## src/rtl/arm_mc_pkg.sv

```systemverilog
// Shared types and encodings for the ARM multicycle control unit.
package arm_mc_pkg;

    // Controller sequencing states
    typedef enum logic [3:0] {
        FETCH,
        DECODE,
        MEMADR,
        MEMRD,
        MEMWB,
        MEMWR,
        EXECR,
        EXECI,
        ALUWB,
        BRANCH
    } state_t;

    // ALUControl encodings
    localparam logic [1:0] ALU_ADD = 2'b00;
    localparam logic [1:0] ALU_SUB = 2'b01;
    localparam logic [1:0] ALU_AND = 2'b10;
    localparam logic [1:0] ALU_ORR = 2'b11;

    // Condition field encodings
    localparam logic [3:0] COND_EQ = 4'h0;
    localparam logic [3:0] COND_NE = 4'h1;
    localparam logic [3:0] COND_CS = 4'h2;
    localparam logic [3:0] COND_CC = 4'h3;
    localparam logic [3:0] COND_MI = 4'h4;
    localparam logic [3:0] COND_PL = 4'h5;
    localparam logic [3:0] COND_VS = 4'h6;
    localparam logic [3:0] COND_VC = 4'h7;
    localparam logic [3:0] COND_HI = 4'h8;
    localparam logic [3:0] COND_LS = 4'h9;
    localparam logic [3:0] COND_GE = 4'ha;
    localparam logic [3:0] COND_LT = 4'hb;
    localparam logic [3:0] COND_GT = 4'hc;
    localparam logic [3:0] COND_LE = 4'hd;
    localparam logic [3:0] COND_AL = 4'he;

    // ResultSrc selects
    localparam logic [1:0] RES_ALUOUT    = 2'b00;
    localparam logic [1:0] RES_DATA      = 2'b01;
    localparam logic [1:0] RES_ALURESULT = 2'b10;

    // ALUSrcB selects
    localparam logic [1:0] SRCB_RD2  = 2'b00;
    localparam logic [1:0] SRCB_IMM  = 2'b01;
    localparam logic [1:0] SRCB_FOUR = 2'b10;

    // Instruction class (Op field)
    localparam logic [1:0] OP_DP  = 2'b00;
    localparam logic [1:0] OP_MEM = 2'b01;
    localparam logic [1:0] OP_BR  = 2'b10;

    // Data-processing cmd field values
    localparam logic [3:0] CMD_AND = 4'b0000;
    localparam logic [3:0] CMD_SUB = 4'b0010;
    localparam logic [3:0] CMD_ADD = 4'b0100;
    localparam logic [3:0] CMD_CMP = 4'b1010;
    localparam logic [3:0] CMD_ORR = 4'b1100;
    localparam logic [3:0] CMD_MOV = 4'b1101;

endpackage

```

## src/rtl/arm_cond_check.sv

```systemverilog
// Combinational condition evaluation: Cond field against NZCV flags.
module arm_cond_check
    import arm_mc_pkg::*;
(
    input  logic [3:0] cond,
    input  logic [3:0] flags,
    output logic       condex
);

    logic n, z, c, v;

    assign {n, z, c, v} = flags;

    // Evaluate the condition code; undefined code never executes
    always_comb begin
        condex = 1'b0;
        case (cond)
            COND_EQ: condex = z;
            COND_NE: condex = ~z;
            COND_CS: condex = c;
            COND_CC: condex = ~c;
            COND_MI: condex = n;
            COND_PL: condex = ~n;
            COND_VS: condex = v;
            COND_VC: condex = ~v;
            COND_HI: condex = c & ~z;
            COND_LS: condex = ~c | z;
            COND_GE: condex = (n == v);
            COND_LT: condex = (n != v);
            COND_GT: condex = ~z & (n == v);
            COND_LE: condex = z | (n != v);
            COND_AL: condex = 1'b1;
            default: condex = 1'b0;
        endcase
    end

endmodule

```

## src/rtl/arm_mc_controller.sv

```systemverilog
// Multicycle ARM control unit: Moore sequencer plus instruction decode,
// NZCV flag register and optional memory ready handshake.
module arm_mc_controller
    import arm_mc_pkg::*;
#(
    parameter int MEM_HANDSHAKE = 1,
    parameter int ENABLE_SHIFT  = 1,
    parameter int STATE_W       = 4
) (
    input  logic               clk,
    input  logic               reset,
    input  logic [19:0]        Instr,
    input  logic [3:0]         ALUFlags,
    input  logic               mem_ready,
    output logic               mem_req,
    output logic               PCWrite,
    output logic               AdrSrc,
    output logic               MemWrite,
    output logic               IRWrite,
    output logic [1:0]         ResultSrc,
    output logic               ALUSrcA,
    output logic [1:0]         ALUSrcB,
    output logic [1:0]         ImmSrc,
    output logic [1:0]         RegSrc,
    output logic               RegWrite,
    output logic [1:0]         ALUControl,
    output logic               shift_flag,
    output logic [STATE_W-1:0] state
);

    state_t     state_q;
    logic [3:0] flags_q;
    logic       condex_q;

    logic [3:0] cond;
    logic [1:0] op;
    logic [5:0] funct;
    logic [3:0] rd;
    logic [3:0] cmd;
    logic       sbit;
    logic       ibit;
    logic       lbit;
    logic       rd_pc;
    logic       rdy;
    logic       condex;

    // Instr[3:0] carries fields consumed only by the datapath
    logic       unused_instr_lo;

    assign cond  = Instr[19:16];
    assign op    = Instr[15:14];
    assign funct = Instr[13:8];
    assign rd    = Instr[7:4];
    assign cmd   = funct[4:1];
    assign sbit  = funct[0];
    assign ibit  = funct[5];
    assign lbit  = funct[0];
    assign rd_pc = (rd == 4'hf);

    assign unused_instr_lo = ^Instr[3:0];

    // Without the handshake every access completes in its first cycle
    assign rdy = (MEM_HANDSHAKE == 0) ? 1'b1 : mem_ready;

    arm_cond_check u_cond_check (
        .cond   (cond),
        .flags  (flags_q),
        .condex (condex)
    );

    logic [1:0] dp_alu;
    logic       dp_valid;
    logic       dp_nowrite;
    logic       dp_cv;
    logic       dp_shift;

    // Decode the data-processing cmd field
    always_comb begin
        dp_alu     = ALU_ADD;
        dp_valid   = 1'b0;
        dp_nowrite = 1'b1;
        dp_cv      = 1'b0;
        dp_shift   = 1'b0;
        case (cmd)
            CMD_ADD: begin
                dp_alu     = ALU_ADD;
                dp_valid   = 1'b1;
                dp_nowrite = 1'b0;
                dp_cv      = 1'b1;
            end
            CMD_SUB: begin
                dp_alu     = ALU_SUB;
                dp_valid   = 1'b1;
                dp_nowrite = 1'b0;
                dp_cv      = 1'b1;
            end
            CMD_AND: begin
                dp_alu     = ALU_AND;
                dp_valid   = 1'b1;
                dp_nowrite = 1'b0;
            end
            CMD_ORR: begin
                dp_alu     = ALU_ORR;
                dp_valid   = 1'b1;
                dp_nowrite = 1'b0;
            end
            CMD_CMP: begin
                dp_alu     = ALU_SUB;
                dp_valid   = 1'b1;
                dp_nowrite = 1'b1;
                dp_cv      = 1'b1;
            end
            CMD_MOV: begin
                // Shifter move: logical result only, C/V left alone
                if (ENABLE_SHIFT != 0) begin
                    dp_alu     = ALU_ADD;
                    dp_valid   = 1'b1;
                    dp_nowrite = 1'b0;
                    dp_shift   = 1'b1;
                end
            end
            default: begin
                dp_valid   = 1'b0;
                dp_nowrite = 1'b1;
            end
        endcase
    end

    // Sequencer, flag register and latched condition result
    always_ff @(posedge clk or negedge reset) begin
        if (!reset) begin
            state_q  <= FETCH;
            flags_q  <= 4'b0000;
            condex_q <= 1'b0;
        end else begin
            case (state_q)
                FETCH: begin
                    if (rdy) state_q <= DECODE;
                end
                DECODE: begin
                    condex_q <= condex;
                    if (!condex) begin
                        state_q <= FETCH;
                    end else begin
                        case (op)
                            OP_MEM:  state_q <= MEMADR;
                            OP_BR:   state_q <= BRANCH;
                            OP_DP:   state_q <= ibit ? EXECI : EXECR;
                            default: state_q <= FETCH;
                        endcase
                    end
                end
                MEMADR: begin
                    state_q <= lbit ? MEMRD : MEMWR;
                end
                MEMRD: begin
                    if (rdy) state_q <= MEMWB;
                end
                MEMWB: begin
                    state_q <= FETCH;
                end
                MEMWR: begin
                    if (rdy) state_q <= FETCH;
                end
                EXECR, EXECI: begin
                    // ALUFlags is valid now, so capture on the way out
                    if (sbit && dp_valid && condex_q) begin
                        flags_q[3:2] <= ALUFlags[3:2];
                        if (dp_cv) flags_q[1:0] <= ALUFlags[1:0];
                    end
                    state_q <= ALUWB;
                end
                ALUWB: begin
                    state_q <= FETCH;
                end
                BRANCH: begin
                    state_q <= FETCH;
                end
                default: begin
                    state_q <= FETCH;
                end
            endcase
        end
    end

    logic req_c;
    logic pcw_c;
    logic irw_c;
    logic memw_c;
    logic regw_c;

    // Moore control decode, qualified by instruction fields where needed
    always_comb begin
        req_c      = 1'b0;
        pcw_c      = 1'b0;
        irw_c      = 1'b0;
        memw_c     = 1'b0;
        regw_c     = 1'b0;
        AdrSrc     = 1'b0;
        ALUSrcA    = 1'b0;
        ALUSrcB    = SRCB_RD2;
        ResultSrc  = RES_ALUOUT;
        ALUControl = ALU_ADD;
        shift_flag = 1'b0;
        case (state_q)
            FETCH: begin
                req_c     = 1'b1;
                irw_c     = rdy;
                pcw_c     = rdy;
                ALUSrcA   = 1'b1;
                ALUSrcB   = SRCB_FOUR;
                ResultSrc = RES_ALURESULT;
            end
            DECODE: begin
                ALUSrcA   = 1'b1;
                ALUSrcB   = SRCB_FOUR;
                ResultSrc = RES_ALURESULT;
            end
            MEMADR: begin
                ALUSrcB = SRCB_IMM;
            end
            MEMRD: begin
                req_c  = 1'b1;
                AdrSrc = 1'b1;
            end
            MEMWB: begin
                ResultSrc = RES_DATA;
                regw_c    = condex_q;
                pcw_c     = condex_q & rd_pc;
            end
            MEMWR: begin
                req_c  = 1'b1;
                AdrSrc = 1'b1;
                memw_c = 1'b1;
            end
            EXECR: begin
                ALUSrcB    = SRCB_RD2;
                ALUControl = dp_alu;
                shift_flag = dp_shift;
            end
            EXECI: begin
                ALUSrcB    = SRCB_IMM;
                ALUControl = dp_alu;
                shift_flag = dp_shift;
            end
            ALUWB: begin
                ResultSrc = RES_ALUOUT;
                regw_c    = condex_q & ~dp_nowrite;
                pcw_c     = condex_q & ~dp_nowrite & rd_pc;
            end
            BRANCH: begin
                ALUSrcB   = SRCB_IMM;
                ResultSrc = RES_ALURESULT;
                pcw_c     = 1'b1;
            end
            default: begin
                req_c = 1'b0;
            end
        endcase
    end

    // Enables drop the moment reset asserts, independent of the clock
    assign mem_req  = req_c & reset;
    assign PCWrite  = pcw_c & reset;
    assign IRWrite  = irw_c & reset;
    assign MemWrite = memw_c & reset;
    assign RegWrite = regw_c & reset;

    assign ImmSrc = op;
    assign RegSrc = {(op == OP_MEM), (op == OP_BR)};
    assign state  = STATE_W'(state_q);

endmodule

```

## config.mk

```make
export PLATFORM = sky130hd
export DESIGN_NAME = arm_mc_controller
export DESIGN_NICKNAME = d
export VERILOG_FILES = /design/src/rtl/arm_mc_pkg.sv /design/src/rtl/arm_cond_check.sv /design/src/rtl/arm_mc_controller.sv
export SDC_FILE = /design/constraint.sdc
export NUM_CORES = 1
export LEC_CHECK = 0
export ABC_AREA = 1
export BUFFER_PORTS_ARGS = -buffer_cell sky130_fd_sc_hd__buf_2
export CORE_ASPECT_RATIO = 1.4
export CORE_UTILIZATION = 25
export CTS_CLUSTER_SIZE = 14
export DETAILED_ROUTE_END_ITERATION = 6
export PLACE_DENSITY_LB_ADDON = 0.12
export RECOVER_POWER = 50
export SLEW_MARGIN = 20
export SYNTH_ARGS = -nofsm -noshare
export SYNTH_HDL_FRONTEND = slang
export SYNTH_HIERARCHICAL = 1
export SYNTH_SLANG_ARGS = --single-unit
```

## constraint.sdc

```tcl
create_clock -name clk -period 1.59 [get_ports clk]
set_input_delay 0.159 -clock clk [delete_from_list [all_inputs] [get_ports clk]]
set_output_delay 0.159 -clock clk [all_outputs]
set_load 0.05 [all_outputs]
```

==> impl_metrics.yaml <==
run_status:
  status: "finished, violations left"
  violations: "negative setup slack"
floorplan:
  initial_core_util: 0.259
  ios: 49
  core_region_area_um2: 3920
  die_area_um2: 4330
  die_h_um: 77.4
  row_count: 27
  die_x_um: 55.9
routing:
  route.met3.wl_um: 76
  dr.first_iter.drc_count: 26
  drc_errors: 0
  routedWlPerCell_um: 10.7
  drt-total-wl_um: 3030
  highest_layer: "met4"
  drtAntennaViolNets: 0
  avgViaCountPerCell: 4.47
  route.met2.wl_um: 1710
  vias: 1269
  wl_met1_um: 1200
  dr.pass1.iters: 4
yosys:
  synth_top_area_share: 0.222
  synth.area.top_cells: "dfrtp_1, nand2_1, inv_1"
  synth_nets: 208
  yosysWarnings: 6
  yosys.area.top_type: "dfrtp_1"
  ys_async_sr_fraction: 1.00
  synth-seq-cells: 9
  synth-edff-count: 0
  ys_seq_area_frac: 0.222
  syn_inst: 181
  synth_area_um2: 1020
  syn_avg_cell_area_um2: 5.61
  synthFlopType: "dfrtp_1"
  synth_cell_types: 25
sta:
  period_share: 1.04
  slew_viol_final: 0
  setup_viol: 4
  slew_headroom: 0.606
  hold_slack_ps: 161
  fmax_mhz: 605
  rsz0062_at_grt: "yes"
  tns_ps: -183
  hold_viol_final: 0
  skew_ps: 2.40
  worst_slew_pin_slew_ps: 593
  period_needed_ps: 1650
  fin_ws_ps: -63.9
critical_path:
  critPathKind: "flop to output pin"
  crit_path_cell_trace: "inv_2 -> nor2_4 -> nand2_2 -> nand2_4 -> or2_4 -> nand2_4 -> clkinvlp_4 -> buf_8"
  crit_top_cell: "nand2_4"
  worstSetupStartpointType: "flop"
  crit_required_ps: 1430
  max_stage_delay_ps: 450
  crit_arrival_ps: 1490
  r2r-end: "state[0]$_DFFE_PN0P_"
  cp_num_buf_inv: 3
  critPathMaxFanout: 4
  worstRegToRegCells: 13
  cp_top_family: "simple AND/OR/NAND/NOR gates"
  rrSetupSlack_ps: 160
  rr_startpoint: "flags_q[0]$_DFFE_PN0P_"
  slowest_stage: "dfrtp_2"
  cp-startpoint: "state[0]$_DFFE_PN0P_"
  endpoint_kind: "output pin"
pwr:
  p_total_mw: 2.30
  leakage_nw: 0.890
  ir_worst_vdd_mv: 1.13
  power-per-cell-area_nw_per_um2: 1440
final_layout:
  drive_above_1_share: 0.452
  diodes: 0
  final_cell_mix: "nand2_1, buf_2, inv_1"
  final_common_cell: "nand2_1"
  final_cells: 284
  syn2layout_area_growth_pct: 57.4
  fillCellCount: 463
  final_util: 0.408
  nNetsFinal: 269
  ff_latch_area_um2: 233
  design_area_um2: 1600
  multi_input_area_um2: 756
min_path:
  holdCritPathClass: "input pin to flop"
  hold_depth: 2
  whs_endpoint: "state[2]$_DFFE_PN0P_"
  min_from: "mem_ready"
clock_tree:
  cts_inserted_buffers: 3
  cts_tree: "built"
  cts_root_buf: "clkbuf_8"
  cts-htree-levels: 1
  clock_latency_ps: 230
  cts_num_sinks: 9
  clockBufferDepth: 2
  clk_pin_slew_ps: 40
global_route:
  grt_usage: 0.142
  grt_pass1_wl_um: 4930
  grt_overflow: 0
  grt_pass1_vias: 1166
  antenna_found_initial: 0
  grt_max_degree: 9
placed_design:
  placed_area_um2: 1400
  dp_hpwl_um: 2490
  place_inst: 276
  gp_congestion: 0.780
  preCtsSetupSlack_ps: 37.5
  port_buffers: 44
flow_run:
  maxCapViolCount: 0
[state kept, by name, summed over array words and instances (netlist names)]
register	cells
flags_q	4
state	4
condex_q	1
[report_power, final]
part           leakage, nW  internal (mW)  switching, mW
Sequential           0.112          0.292          0.105
Combinational        0.755          0.587           1.06
Clock               0.0228          0.174         0.0842
Total                0.890           1.05           1.25
[area by class of cell]
class	instances	area share
Clock buffer	4	0.0282
Inverter	35	0.0876
Multi-Input combinational cell	134	0.473
Sequential cell	9	0.146
Tap cell	43	0.0336
Timing Repair Buffer	59	0.232
[logic make-up after synthesis]
family,count (synthesis),synth area share
and+or+nand+nor,118,0.527
DFF,9,0.222
AOI/OAI and AO/OA,16,0.0961
buffers and inverters,38,0.155
[cell usage after synthesis, types with 2 or more instances]
library cell / n
nand2_1: 54
inv_1: 30
nor2_1: 25
nand3_1: 20
dfrtp_1: 9
a21oi_1: 5
nand2_2: 5
nor2_2: 4
o21ai_1: 4
inv_2: 3
buf_4: 2
clkinv_1: 2
nand4_1: 2
nor2_4: 2
nor3_1: 2
o21ai_0: 2
o21ai_2: 2
[worst max path at each step]
stage	depth (start not counted)	end	slack, ps
5_1_grt	6	PCWrite	-130
3_5_place_dp	6	PCWrite	40
6_report	8	mem_req	-60
3_3_place_gp	6	PCWrite	40
2_1_floorplan	4	ALUSrcB[0]	-250
4_1_cts	6	PCWrite	-60
[routing by layer]
| layer | up-vias | GRT usage |
|---|---|---|
| li1 | 678 | - |
| met1 | 561 | 0.151 |
| met2 | 26 | 0.288 |
| met3 | 4 | 0.0100 |
| met4 | 0 | 0.0463 |
| met5 | - | 0 |
[timing repair]
| action | in CTS | in global routing |
|---|---|---|
| setup endpoints to repair | 7 | 12 |
| resized for setup | 15 | 27 |
| pin swaps | 4 | 10 |
| hold endpoints to repair | 9 | 0 |
| buffers inserted | 3 | 0 |
| hold buffers | 1 | 0 |
No activity file was read; power rests on OpenSTA's default activity.
